==> src/rtl/pipe_ctrl_pkg.sv <==
// Shared types for the pipeline hazard controller: FSM states and the bundled
// pipe-register control word.
package pipe_ctrl_pkg;

  typedef enum logic [1:0] {
    RUN      = 2'd0,
    MEM_WAIT = 2'd1,
    FLUSH    = 2'd2
  } ctrl_state_t;

  typedef struct packed {
    logic pc_en;
    logic ifid_en;
    logic idexe_en;
    logic exemem_en;
    logic memwb_en;
    logic ifid_flush;
    logic idexe_flush;
  } pipe_ctrl_t;

  localparam pipe_ctrl_t CTRL_DEFAULT = '{
    pc_en: 1'b1, ifid_en: 1'b1, idexe_en: 1'b1, exemem_en: 1'b1, memwb_en: 1'b1,
    ifid_flush: 1'b0, idexe_flush: 1'b0
  };

  localparam pipe_ctrl_t CTRL_FREEZE = '0;

endpackage

==> src/rtl/load_use_detect.sv <==
// Flags an ID instruction that reads the destination of a load sitting in EXE.
module load_use_detect #(
  parameter int REG_W = 4
) (
  input  logic [REG_W-1:0] id_rs1,
  input  logic [REG_W-1:0] id_rs2,
  input  logic             id_uses_rs1,
  input  logic             id_uses_rs2,
  input  logic [REG_W-1:0] exe_rd,
  input  logic             exe_rd_mem_en,
  input  logic             exe_wb_en,
  output logic             load_use
);

  logic w_rs1_hit;
  logic w_rs2_hit;

  assign w_rs1_hit = id_uses_rs1 && (id_rs1 == exe_rd);
  assign w_rs2_hit = id_uses_rs2 && (id_rs2 == exe_rd);
  assign load_use  = exe_rd_mem_en && exe_wb_en && (w_rs1_hit || w_rs2_hit);

endmodule

==> src/rtl/pipe_hazard_ctrl.sv <==
// Pipeline control: memory freeze, taken-jump flush and load-use bubble in fixed
// priority, plus a saturating stall counter and a sticky memory-timeout flag.
module pipe_hazard_ctrl
  import pipe_ctrl_pkg::*;
#(
  parameter int REG_W       = 4,
  parameter int MEM_TIMEOUT = 15
) (
  input  logic             clk,
  input  logic             rst,
  input  logic [REG_W-1:0] id_rs1,
  input  logic [REG_W-1:0] id_rs2,
  input  logic             id_uses_rs1,
  input  logic             id_uses_rs2,
  input  logic [REG_W-1:0] exe_rd,
  input  logic             exe_rd_mem_en,
  input  logic             exe_wb_en,
  input  logic             exe_jump_taken,
  input  logic             mem_req,
  input  logic             mem_ready,
  output logic             pc_en,
  output logic             ifid_en,
  output logic             idexe_en,
  output logic             exemem_en,
  output logic             memwb_en,
  output logic             ifid_flush,
  output logic             idexe_flush,
  output logic [1:0]       state,
  output logic [15:0]      stall_cycles,
  output logic             mem_timeout
);

  localparam int CNT_W = $clog2(MEM_TIMEOUT + 1);

  ctrl_state_t r_state;
  ctrl_state_t w_next_state;
  logic [CNT_W-1:0] r_wait_cnt;
  logic [CNT_W-1:0] w_next_wait_cnt;
  logic [15:0] r_stall_cycles;
  logic r_mem_timeout;
  logic w_set_timeout;
  logic w_load_use;
  logic w_mem_stall;
  pipe_ctrl_t w_ctrl;
  pipe_ctrl_t w_out;

  load_use_detect #(.REG_W(REG_W)) u_load_use (
    .id_rs1        (id_rs1),
    .id_rs2        (id_rs2),
    .id_uses_rs1   (id_uses_rs1),
    .id_uses_rs2   (id_uses_rs2),
    .exe_rd        (exe_rd),
    .exe_rd_mem_en (exe_rd_mem_en),
    .exe_wb_en     (exe_wb_en),
    .load_use      (w_load_use)
  );

  assign w_mem_stall = mem_req && !mem_ready;

  // NOTE: every signal driven here gets a default first, so no path can infer a latch.
  always_comb begin
    w_ctrl          = CTRL_DEFAULT;
    w_next_state    = r_state;
    w_next_wait_cnt = r_wait_cnt;
    w_set_timeout   = 1'b0;
    unique case (r_state)
      RUN: begin
        if (w_mem_stall) begin
          w_ctrl          = CTRL_FREEZE;
          w_next_wait_cnt = CNT_W'(1);
          w_next_state    = MEM_WAIT;
        end else if (exe_jump_taken) begin
          w_ctrl.ifid_flush  = 1'b1;
          w_ctrl.idexe_flush = 1'b1;
          w_next_state       = FLUSH;
        end else if (w_load_use) begin
          w_ctrl.pc_en       = 1'b0;
          w_ctrl.ifid_en     = 1'b0;
          w_ctrl.idexe_flush = 1'b1;
        end
      end
      MEM_WAIT: begin
        if (mem_ready) begin
          w_next_state = RUN;
        end else if (r_wait_cnt == CNT_W'(MEM_TIMEOUT)) begin
          w_set_timeout = 1'b1;
          w_next_state  = RUN;
        end else begin
          w_ctrl          = CTRL_FREEZE;
          w_next_wait_cnt = r_wait_cnt + CNT_W'(1);
        end
      end
      FLUSH: begin
        // A freeze here drops the pending IF/ID kill; fetch holds the redirected PC.
        if (w_mem_stall) begin
          w_ctrl          = CTRL_FREEZE;
          w_next_wait_cnt = CNT_W'(1);
          w_next_state    = MEM_WAIT;
        end else begin
          w_ctrl.ifid_flush = 1'b1;
          w_next_state      = RUN;
        end
      end
      default: w_next_state = RUN;
    endcase
  end

  // NOTE: sequential state uses non-blocking assignments so all registers update together.
  always_ff @(posedge clk) begin
    if (rst) begin
      r_state        <= RUN;
      r_wait_cnt     <= '0;
      r_stall_cycles <= '0;
      r_mem_timeout  <= 1'b0;
    end else begin
      r_state    <= w_next_state;
      r_wait_cnt <= w_next_wait_cnt;
      if (!w_ctrl.pc_en && r_stall_cycles != 16'hFFFF)
        r_stall_cycles <= r_stall_cycles + 16'd1;
      if (w_set_timeout)
        r_mem_timeout <= 1'b1;
    end
  end

  assign w_out = rst ? CTRL_FREEZE : w_ctrl;

  assign pc_en        = w_out.pc_en;
  assign ifid_en      = w_out.ifid_en;
  assign idexe_en     = w_out.idexe_en;
  assign exemem_en    = w_out.exemem_en;
  assign memwb_en     = w_out.memwb_en;
  assign ifid_flush   = w_out.ifid_flush;
  assign idexe_flush  = w_out.idexe_flush;
  assign state        = r_state;
  assign stall_cycles = r_stall_cycles;
  assign mem_timeout  = r_mem_timeout;

endmodule

==> config.mk <==
export PLATFORM = sky130hd
export DESIGN_NAME = pipe_hazard_ctrl
export DESIGN_NICKNAME = d
export VERILOG_FILES = /design/src/rtl/pipe_ctrl_pkg.sv /design/src/rtl/load_use_detect.sv /design/src/rtl/pipe_hazard_ctrl.sv
export SDC_FILE = /design/constraint.sdc
export NUM_CORES = 1
export LEC_CHECK = 0
export ABC_AREA = 1
export BUFFER_PORTS_ARGS = -buffer_cell sky130_fd_sc_hd__buf_2
export CORE_AREA = 2 2 62 64
export CTS_CLUSTER_SIZE = 20
export DETAILED_ROUTE_END_ITERATION = 8
export DIE_AREA = 0 0 64 66
export PLACE_DENSITY_LB_ADDON = 0.25
export SYNTH_ARGS = -nofsm -noshare
export SYNTH_HDL_FRONTEND = slang
export SYNTH_SLANG_ARGS = --single-unit
==> constraint.sdc <==
create_clock -name clk -period 2.2 [get_ports clk]
set_input_delay 0 -clock clk [delete_from_list [all_inputs] [get_ports clk]]
set_output_delay 0 -clock clk [all_outputs]
set_load 0.03 [all_outputs]
==> results of run 1 <==
==> power groups by stage <==
stage	combinational (uW)	clock, uW	sequential, uW
6_report	202	203	433
5_1_grt	224	244	435
4_1_cts	190	218	433
3_5_place_dp	186	0	442
3_3_place_gp	184	0	442
2_1_floorplan	133	0	452
==> state kept, by name, summed over array words and instances, names as in the netlist <==
name	cells
stall_cycles	16
state	2
r_wait_cnt	4
mem_timeout	1
==> worst reg2reg max path: cells and delay by family (launching register included) <==
family / cells / cell delay [ps]
AO/OA/AOI/OAI: 1 / 120
adder cells (fa/ha/maj): 1 / 290
flip-flops: 1 / 450
AND/OR/NAND/NOR: 6 / 980
==> kinds of logic after synthesis <==
logic type | after synthesis | synth area share
adder cells (fa/ha/maj) | 2 | 0.0161
flip-flops | 23 | 0.296
AND/OR/NAND/NOR | 136 | 0.403
AO/OA/AOI/OAI | 24 | 0.112
buffers and inverters | 34 | 0.0996
XOR/XNOR | 13 | 0.0731
==> layer usage <==
metal / vias up / track usage
li1: 852 / -
met1: 683 / 0.216
met2: 33 / 0.316
met3: 2 / 0.0358
met4: 0 / 0.0435
met5: - / 0
==> stage by stage <==
stage / std cells / total power [uW]
2_1_floorplan: 232 / 586
3_3_place_gp: 318 / 627
3_5_place_dp: 318 / 629
4_1_cts: 324 / 840
5_1_grt: 328 / 903
6_report: 328 / 839
==> cells in the final DEF (no fill, tap or decap), types with 9 or more instances in the layout <==
| cell type | Yosys | routed |
|---|---|---|
| nor2_1 | 32 | 32 |
| dfxtp_1 | 23 | 23 |
| inv_1 | 21 | 21 |
| a21oi_1 | 9 | 9 |
| nand4_1 | 19 | 19 |
| nand2_1 | 61 | 61 |
| xor2_1 | 9 | 9 |
| a21oi_2 | 9 | 9 |
| buf_2 | 1 | 46 |
| nand3_1 | 12 | 12 |
==> worst paths after layout <==
path | depth (start not counted) | slack, ps | start | to
worst max-delay path | 9 | 270 | r_wait_cnt[0] | pc_en
worst min-delay path | 2 | 120 | rst | mem_timeout
worst max register to register | 8 | 300 | stall_cycles[0] | stall_cycles[1]
worst min register to register | 2 | 480 | mem_timeout | mem_timeout
==> cell type report <==
cell class	count	area, um^2	area share
clock inverters	1	5.00	0.00267
well taps	48	60.1	0.0321
flip-flops and latches	23	460	0.246
multi-input cells	175	942	0.503
inverters	25	93.8	0.0501
clock buffers	3	22.5	0.0120
repair buffers	53	288	0.154
==> repair_timing <==
action / in CTS / in global routing
buffers inserted: 0 / 4
setup endpoints to repair: 0 / 2
endpoints found under the hold margin: 2 / 0
hold buffers: 2 / 0
==> flow_metrics.env, run 1 <==
export IMPL_status="finished clean"
export IMPL_cp_end_kind="output port"
export IMPL_fin_hold_ws_ps=124
export IMPL_nets=304
export IMPL_io_buffer_count=46
export IMPL_dpl_cell_area_um2=1790
export IMPL_setup_viol=0
export IMPL_syn_avg_cell_area_um2=6.71
export IMPL_worstPathArrival_ps=1930
export IMPL_fin_setup_tns_ps=0
export IMPL_worst_pin_slew_ps=521
export IMPL_switching_share=0.328
export IMPL_rows=22
export IMPL_gp_congestion=0.860
export IMPL_power_share_sequential=0.516
export IMPL_wl_met1_mm=1.68
export IMPL_core_area_um2=3550
export IMPL_vias=1570
export IMPL_finalMaxSlewViolations=0
export IMPL_synth_top_area_share=0.296
export IMPL_cp_top_family="buffers and inverters"
export IMPL_final_antenna_net_count=0
export IMPL_antenna_found_initial=0
export IMPL_dr_pass1_iters=4
export IMPL_wl_met3_um=168
export IMPL_skew_ps=3.72
export IMPL_grt_pass1_wl_mm=5.93
export IMPL_fmax_mhz=518
export IMPL_synth_commonest_cells="61 x nand2_1, 32 x nor2_1, 23 x dfxtp_1"
export IMPL_wirelength_mm=3.54
export IMPL_internal_power_uw=564
export IMPL_dp_hpwl_mm=2.64
export IMPL_h_tree_depth=1
export IMPL_ys_flop_type="dfxtp_1"
export IMPL_area_growth_synth_to_final_pct=20.2
export IMPL_antenna_cells=0
export IMPL_yosys_register_bits=23
export IMPL_routed_via_density=4.79
export IMPL_nFillCells=370
export IMPL_slowest_delay_ps=400
export IMPL_maxCapViolCount=0
export IMPL_drtIter0Drc=60
export IMPL_grt_start_max_net_pins=24
export IMPL_syn_num_nets=255
export IMPL_pre_cts_ws_ps=352
export IMPL_layout_drive_gt1_share=0.271
export IMPL_crit_buf_inv=3
export IMPL_synth_cells=232
export IMPL_combPwrFrac=0.241
export IMPL_cts_path_max_buffers=2
export IMPL_io_pins=47
export IMPL_synth_cell_type_count=30
export IMPL_wl_per_cell_um=10.8
export IMPL_setup_ws_ps=268
export IMPL_numCtsBuffers=3
export IMPL_grt_pass1_vias=1347
export IMPL_slew_headroom=0.653
export IMPL_synth_area_leader_cell="dfxtp_1"
export IMPL_synthTopCellsByArea="dfxtp_1 30%, nand2_1 15%, nor2_1 7.7%, nand4_1 7.6%, a21oi_2 5.1%"
export IMPL_die_w_um=64
export IMPL_drc=0
export IMPL_power_frac_clock=0.242
export IMPL_crit_type="flop to output port"
export IMPL_clk_latency_ps=320
export IMPL_leakage_uw=0.000846
export IMPL_min_period_over_period=0.878
export IMPL_path_cells="ha_1 > nand3_1 > nand2_1 > nand2_2 > inv_2 > a21boi_4 > buf_4 > a21oi_1 > buf_2"
export IMPL_ys_seq_area_frac=0.296
export IMPL_synth_edff_count=0
export IMPL_dieArea_um2=4220
export IMPL_hold_class="input port to flop"
export IMPL_required_ps=2200
export IMPL_critPathSlowestCell="dfxtp_1"
export IMPL_clock_sinks=23
export IMPL_final_area_um2=1870
export IMPL_report_final_hold_viol_count=0
export IMPL_die_h_um=66
export IMPL_root_buffer="clkbuf_4"
export IMPL_syn_area_um2=1560
export IMPL_rsz0062_at_grt="no"
export IMPL_grtUsageTotal=0.177
export IMPL_async_flop_share=0
export IMPL_cts_resized=0
export IMPL_cp_start_kind="flop"
export IMPL_p_sw_uw=275
export IMPL_dr_wl_met2_mm=1.67
export IMPL_ys_warn_count=0
export IMPL_final_core_utilization=0.527
export IMPL_grt_overflow=0
export IMPL_top_layer="met4"
export IMPL_crit_fanout=9
export IMPL_vdd_drop_max_mv=0.405
export IMPL_yosysMostFrequentCell="nand2_1"
export IMPL_clk_pin_slew_worst_paths_ps=130
export IMPL_power_density_nw_per_um2=448
export IMPL_initial_core_util=0.439
export IMPL_min_period_ps=1930
export IMPL_cts_tree="built"
(Power assumes the default switching activity.)
==> run 2, diff against run 1 <==
GPL_TIMING_DRIVEN = 0   (was unset)
==> flow_metrics.env, run 2 (same netlist as run 1, synthesis figures left out) <==
export IMPL_dp_hpwl_mm=2.78
export IMPL_final_cell_mix="61 x nand2_1, 47 x buf_2, 32 x nor2_1"
export IMPL_io_buffer_count=46
export IMPL_clock_sinks=23
export IMPL_drc=0
export IMPL_combPwrFrac=0.258
export IMPL_slew_headroom=0.637
export IMPL_numCtsBuffers=3
export IMPL_crit_type="flop to output port"
export IMPL_wl_per_cell_um=10.8
export IMPL_dr_pass1_iters=4
export IMPL_grt_pass1_vias=1579
export IMPL_io_pins=47
export IMPL_rsz0062_at_grt="no"
export IMPL_core_area_um2=3550
export IMPL_hold_class="input port to flop"
export IMPL_grtUsageTotal=0.195
export IMPL_h_tree_depth=1
export IMPL_fin_setup_tns_ps=0
export IMPL_vias=1648
export IMPL_worstPathArrival_ps=2080
export IMPL_power_share_sequential=0.509
export IMPL_min_period_over_period=0.947
export IMPL_power_density_nw_per_um2=443
export IMPL_regToRegSetupSlack_ps=220
export IMPL_power_frac_clock=0.233
export IMPL_drtIter0Drc=36
export IMPL_fin_hold_ws_ps=195
export IMPL_maxCapViolCount=0
export IMPL_cts_tree="built"
export IMPL_largest_register_ff_count=16
export IMPL_layout_commonest_cell="nand2_1"
export IMPL_finalMaxSlewViolations=0
export IMPL_antenna_found_initial=0
export IMPL_p_sw_uw=276
export IMPL_setup_ws_ps=116
export IMPL_area_growth_synth_to_final_pct=23.6
export IMPL_r2r_start="stall_cycles[0]"
export IMPL_grt_start_max_net_pins=14
export IMPL_clk_pin_slew_worst_paths_ps=130
export IMPL_grt_pass1_wl_mm=6.64
export IMPL_rows=22
export IMPL_min_period_ps=2080
export IMPL_grt_overflow=0
export IMPL_initial_core_util=0.439
export IMPL_fmax_mhz=480
export IMPL_leakage_uw=0.000877
export IMPL_cp_end_kind="output port"
export IMPL_pre_cts_ws_ps=224
export IMPL_clk_latency_ps=320
export IMPL_antenna_cells=0
export IMPL_die_h_um=66
export IMPL_critPathSlowestCell="dfxtp_1"
export IMPL_whs_path_depth=6
export IMPL_routed_via_density=4.92
export IMPL_slowest_delay_ps=360
export IMPL_layout_drive_gt1_share=0.282
export IMPL_r2r_cells=9
export IMPL_setup_viol=0
export IMPL_worstSetupEndpoint="pc_en"
export IMPL_switching_share=0.324
export IMPL_worst_pin_slew_ps=545
export IMPL_crit_fanout=10
export IMPL_die_w_um=64
export IMPL_dieArea_um2=4220
export IMPL_gp_congestion=0.846
export IMPL_startpoint="r_wait_cnt[0]"
export IMPL_internal_power_uw=576
export IMPL_nFillCells=357
export IMPL_report_final_hold_viol_count=0
export IMPL_wirelength_mm=3.61
export IMPL_cp_start_kind="flop"
export IMPL_cts_path_max_buffers=2
export IMPL_nets=311
export IMPL_regToRegEndpoint="stall_cycles[11]"
export IMPL_status="finished clean"
export IMPL_required_ps=2200
export IMPL_root_buffer="clkbuf_4"
export IMPL_skew_ps=1.79
export IMPL_final_antenna_net_count=0
export IMPL_vdd_drop_max_mv=0.254
export IMPL_path_cells="ha_1 > nand3_1 > nand2_1 > nand2_2 > inv_2 > a21boi_4 > buf_6 > a21oi_1 > buf_4 > buf_2"
-- run 2: metal layers --
metal	global-route usage	wire length, um
met1	0.229	1660
met2	0.362	1770
met3	0.0239	143
met4	0.0679	46
met5	0	0
-- run 2: worst max-delay path: cells and delay by family, from the launching register on --
family	cells	cell delay [ps]
DFF	1	360
adders and majority gates	1	210
and+or+nand+nor	3	270
AOI/OAI and AO/OA	2	360
buffers and inverters	4	560
-- run 2: worst min path at each step --
stage / from / to
final: mem_req / state[1]
after global routing: mem_req / state[1]
after CTS: mem_req / state[1]
after detailed placement: rst / state[0]
after global placement: rst / state[0]
after floorplan: rst / state[0]
-- run 2: repair_timing --
action	4_1_cts	5_1_grt
buffers inserted	0	3
endpoints found under the hold margin	4	0
resized for setup	0	1
hold buffers	3	0
setup endpoints to repair	0	3
-- run 2: power groups by stage --
| stage | clock network, uW | registers (uW) | logic [uW] |
|---|---|---|---|
| after floorplan | 0 | 452 | 133 |
| after global placement | 0 | 443 | 203 |
| after detailed placement | 0 | 443 | 206 |
| after CTS | 210 | 434 | 211 |
| after global routing | 224 | 435 | 243 |
| final | 199 | 434 | 220 |
-- run 2: metrics by stage --
stage               area, um^2  cells  utilization  power (uW)
CTS                       1910    333        0.537         854
floorplan                 1560    232            -         586
global route              1930    335        0.542         903
finish                    1930    335        0.542         852
detailed placement        1850    326        0.520         649
global placement          1850    326        0.520         646
-- run 2: final cells by class --
type                    instances  area, um^2  share of cell area
well taps                      48        60.1              0.0312
inverters                      25        93.8              0.0487
flip-flops and latches         23         460               0.239
clock buffers                   3        22.5              0.0117
plain buffers                   8        58.8              0.0305
repair buffers                 52         283               0.147
multi-input cells             175         942               0.489
clock inverters                 1        5.00             0.00260
==> run 3, diff against run 2 <==
GPL_TIMING_DRIVEN = unset   (was 0)
PLACE_DENSITY = 0.7   (was unset)
PLACE_DENSITY_LB_ADDON = unset   (was 0.25)
==> flow_metrics.env, run 3 (same netlist as run 1, synthesis figures left out) <==
export IMPL_status="finished clean"
export IMPL_root_buffer="clkbuf_4"
export IMPL_clk_latency_ps=320
export IMPL_io_pins=47
export IMPL_grt_overflow=0
export IMPL_antenna_found_initial=0
export IMPL_routed_via_density=4.94
export IMPL_finalMaxSlewViolations=0
export IMPL_clock_sinks=23
export IMPL_vdd_drop_max_mv=0.276
export IMPL_maxCapViolCount=0
export IMPL_final_antenna_net_count=0
export IMPL_die_w_um=64
export IMPL_worstPathArrival_ps=2070
export IMPL_setup_viol=0
export IMPL_min_period_ps=2070
export IMPL_clk_pin_slew_worst_paths_ps=130
export IMPL_crit_fanout=12
export IMPL_cp_end_kind="output port"
export IMPL_wl_per_cell_um=10.9
export IMPL_power_frac_clock=0.243
export IMPL_critPathSlowestCell="dfxtp_1"
export IMPL_layout_commonest_cell="nand2_1"
export IMPL_slew_headroom=0.659
export IMPL_fin_setup_tns_ps=0
export IMPL_h_tree_depth=1
export IMPL_internal_power_uw=553
export IMPL_final_cell_mix="61 x nand2_1, 46 x buf_2, 32 x nor2_1"
export IMPL_combPwrFrac=0.231
export IMPL_grt_pass1_vias=1423
export IMPL_antenna_cells=0
export IMPL_cts_tree="built"
export IMPL_skew_ps=7.02
export IMPL_grt_start_max_net_pins=24
export IMPL_core_area_um2=3550
export IMPL_switching_share=0.327
export IMPL_wirelength_mm=3.53
export IMPL_slowest_delay_ps=360
export IMPL_p_sw_uw=269
export IMPL_rows=22
export IMPL_fmax_mhz=484
export IMPL_fin_hold_ws_ps=122
export IMPL_dp_hpwl_mm=2.60
export IMPL_die_h_um=66
export IMPL_numCtsBuffers=3
export IMPL_worst_pin_slew_ps=512
export IMPL_io_buffer_count=46
export IMPL_required_ps=2200
export IMPL_crit_type="flop to output port"
export IMPL_vias=1600
export IMPL_layout_drive_gt1_share=0.261
export IMPL_dieArea_um2=4220
export IMPL_rsz0062_at_grt="no"
export IMPL_nets=300
export IMPL_cp_top_family="buffers and inverters"
export IMPL_grtUsageTotal=0.175
export IMPL_leakage_uw=0.000827
export IMPL_min_period_over_period=0.940
export IMPL_dr_pass1_iters=4
export IMPL_report_final_hold_viol_count=0
export IMPL_power_density_nw_per_um2=446
export IMPL_power_share_sequential=0.526
export IMPL_initial_core_util=0.439
export IMPL_drc=0
export IMPL_grt_pass1_wl_mm=6.04
export IMPL_path_cells="ha_1 > nand3_1 > nand2_1 > nand2_2 > inv_2 > a21boi_4 > buf_4 > a21oi_1 > buf_2"
export IMPL_hold_class="input port to flop"
export IMPL_gp_congestion=0.826
export IMPL_cts_path_max_buffers=2
export IMPL_drtIter0Drc=63
export IMPL_crit_buf_inv=3
export IMPL_cp_start_kind="flop"
export IMPL_cts_resized=0
export IMPL_area_growth_synth_to_final_pct=18.2
export IMPL_largest_register_ff_count=16
## run 3: cell count changes in the layout (fill, tap and decap cells not counted)
cell | previous run | this run
buf_2 | 47 | 46
buf_6 | 2 | 0
buf_4 | 6 | 1
dlygate4sd3_1 | 3 | 2
clkbuf_2 | 1 | 0
buf_1 | 1 | 0
## run 3: per-layer routing
metal,global-route usage,wire length (um),vias up
met5,0,0,-
met4,0.0462,72,0
met3,0.0409,229,10
met2,0.303,1590,52
met1,0.216,1640,694
li1,-,-,844
## run 3: per-stage QoR
step | util | instances | cell area (um^2) | power [uW] | setup slack (ps)
2_1_floorplan | - | 232 | 1560 | 586 | 60.8
3_3_place_gp | 0.505 | 318 | 1790 | 627 | 443
3_5_place_dp | 0.505 | 318 | 1790 | 630 | 382
4_1_cts | 0.519 | 324 | 1840 | 833 | 111
5_1_grt | 0.519 | 324 | 1840 | 869 | 4.14
6_report | 0.519 | 324 | 1840 | 822 | 133
## run 3: final timing paths
path	start	endpoint	slack [ps]	depth (start not counted)
min	rst	mem_timeout	120	2
max	r_wait_cnt[0]	pc_en	130	9
max reg2reg	stall_cycles[0]	stall_cycles[1]	350	8
min reg2reg	r_wait_cnt[2]	r_wait_cnt[2]	490	1
## run 3: what timing repair did
item                                   CTS  global route
setup endpoints to repair                0             0
buffers inserted                         0             0
hold buffers                             2             0
endpoints found under the hold margin    2             0
## run 3: power groups by stage
stage / clock, uW / combinational (uW) / sequential (uW)
floorplan: 0 / 133 / 452
finish: 200 / 190 / 432
detailed placement: 0 / 188 / 442
global placement: 0 / 186 / 442
CTS: 209 / 191 / 433
global route: 224 / 211 / 434
## run 3: layout make-up
cell class	instances	area, um^2
Clock inverter	1	5.00
Inverter	25	93.8
Multi-Input combinational cell	175	942
Clock buffer	3	22.5
Fill cell	364	1710
Timing Repair Buffer	49	258
Tap cell	48	60.1
Sequential cell	23	460
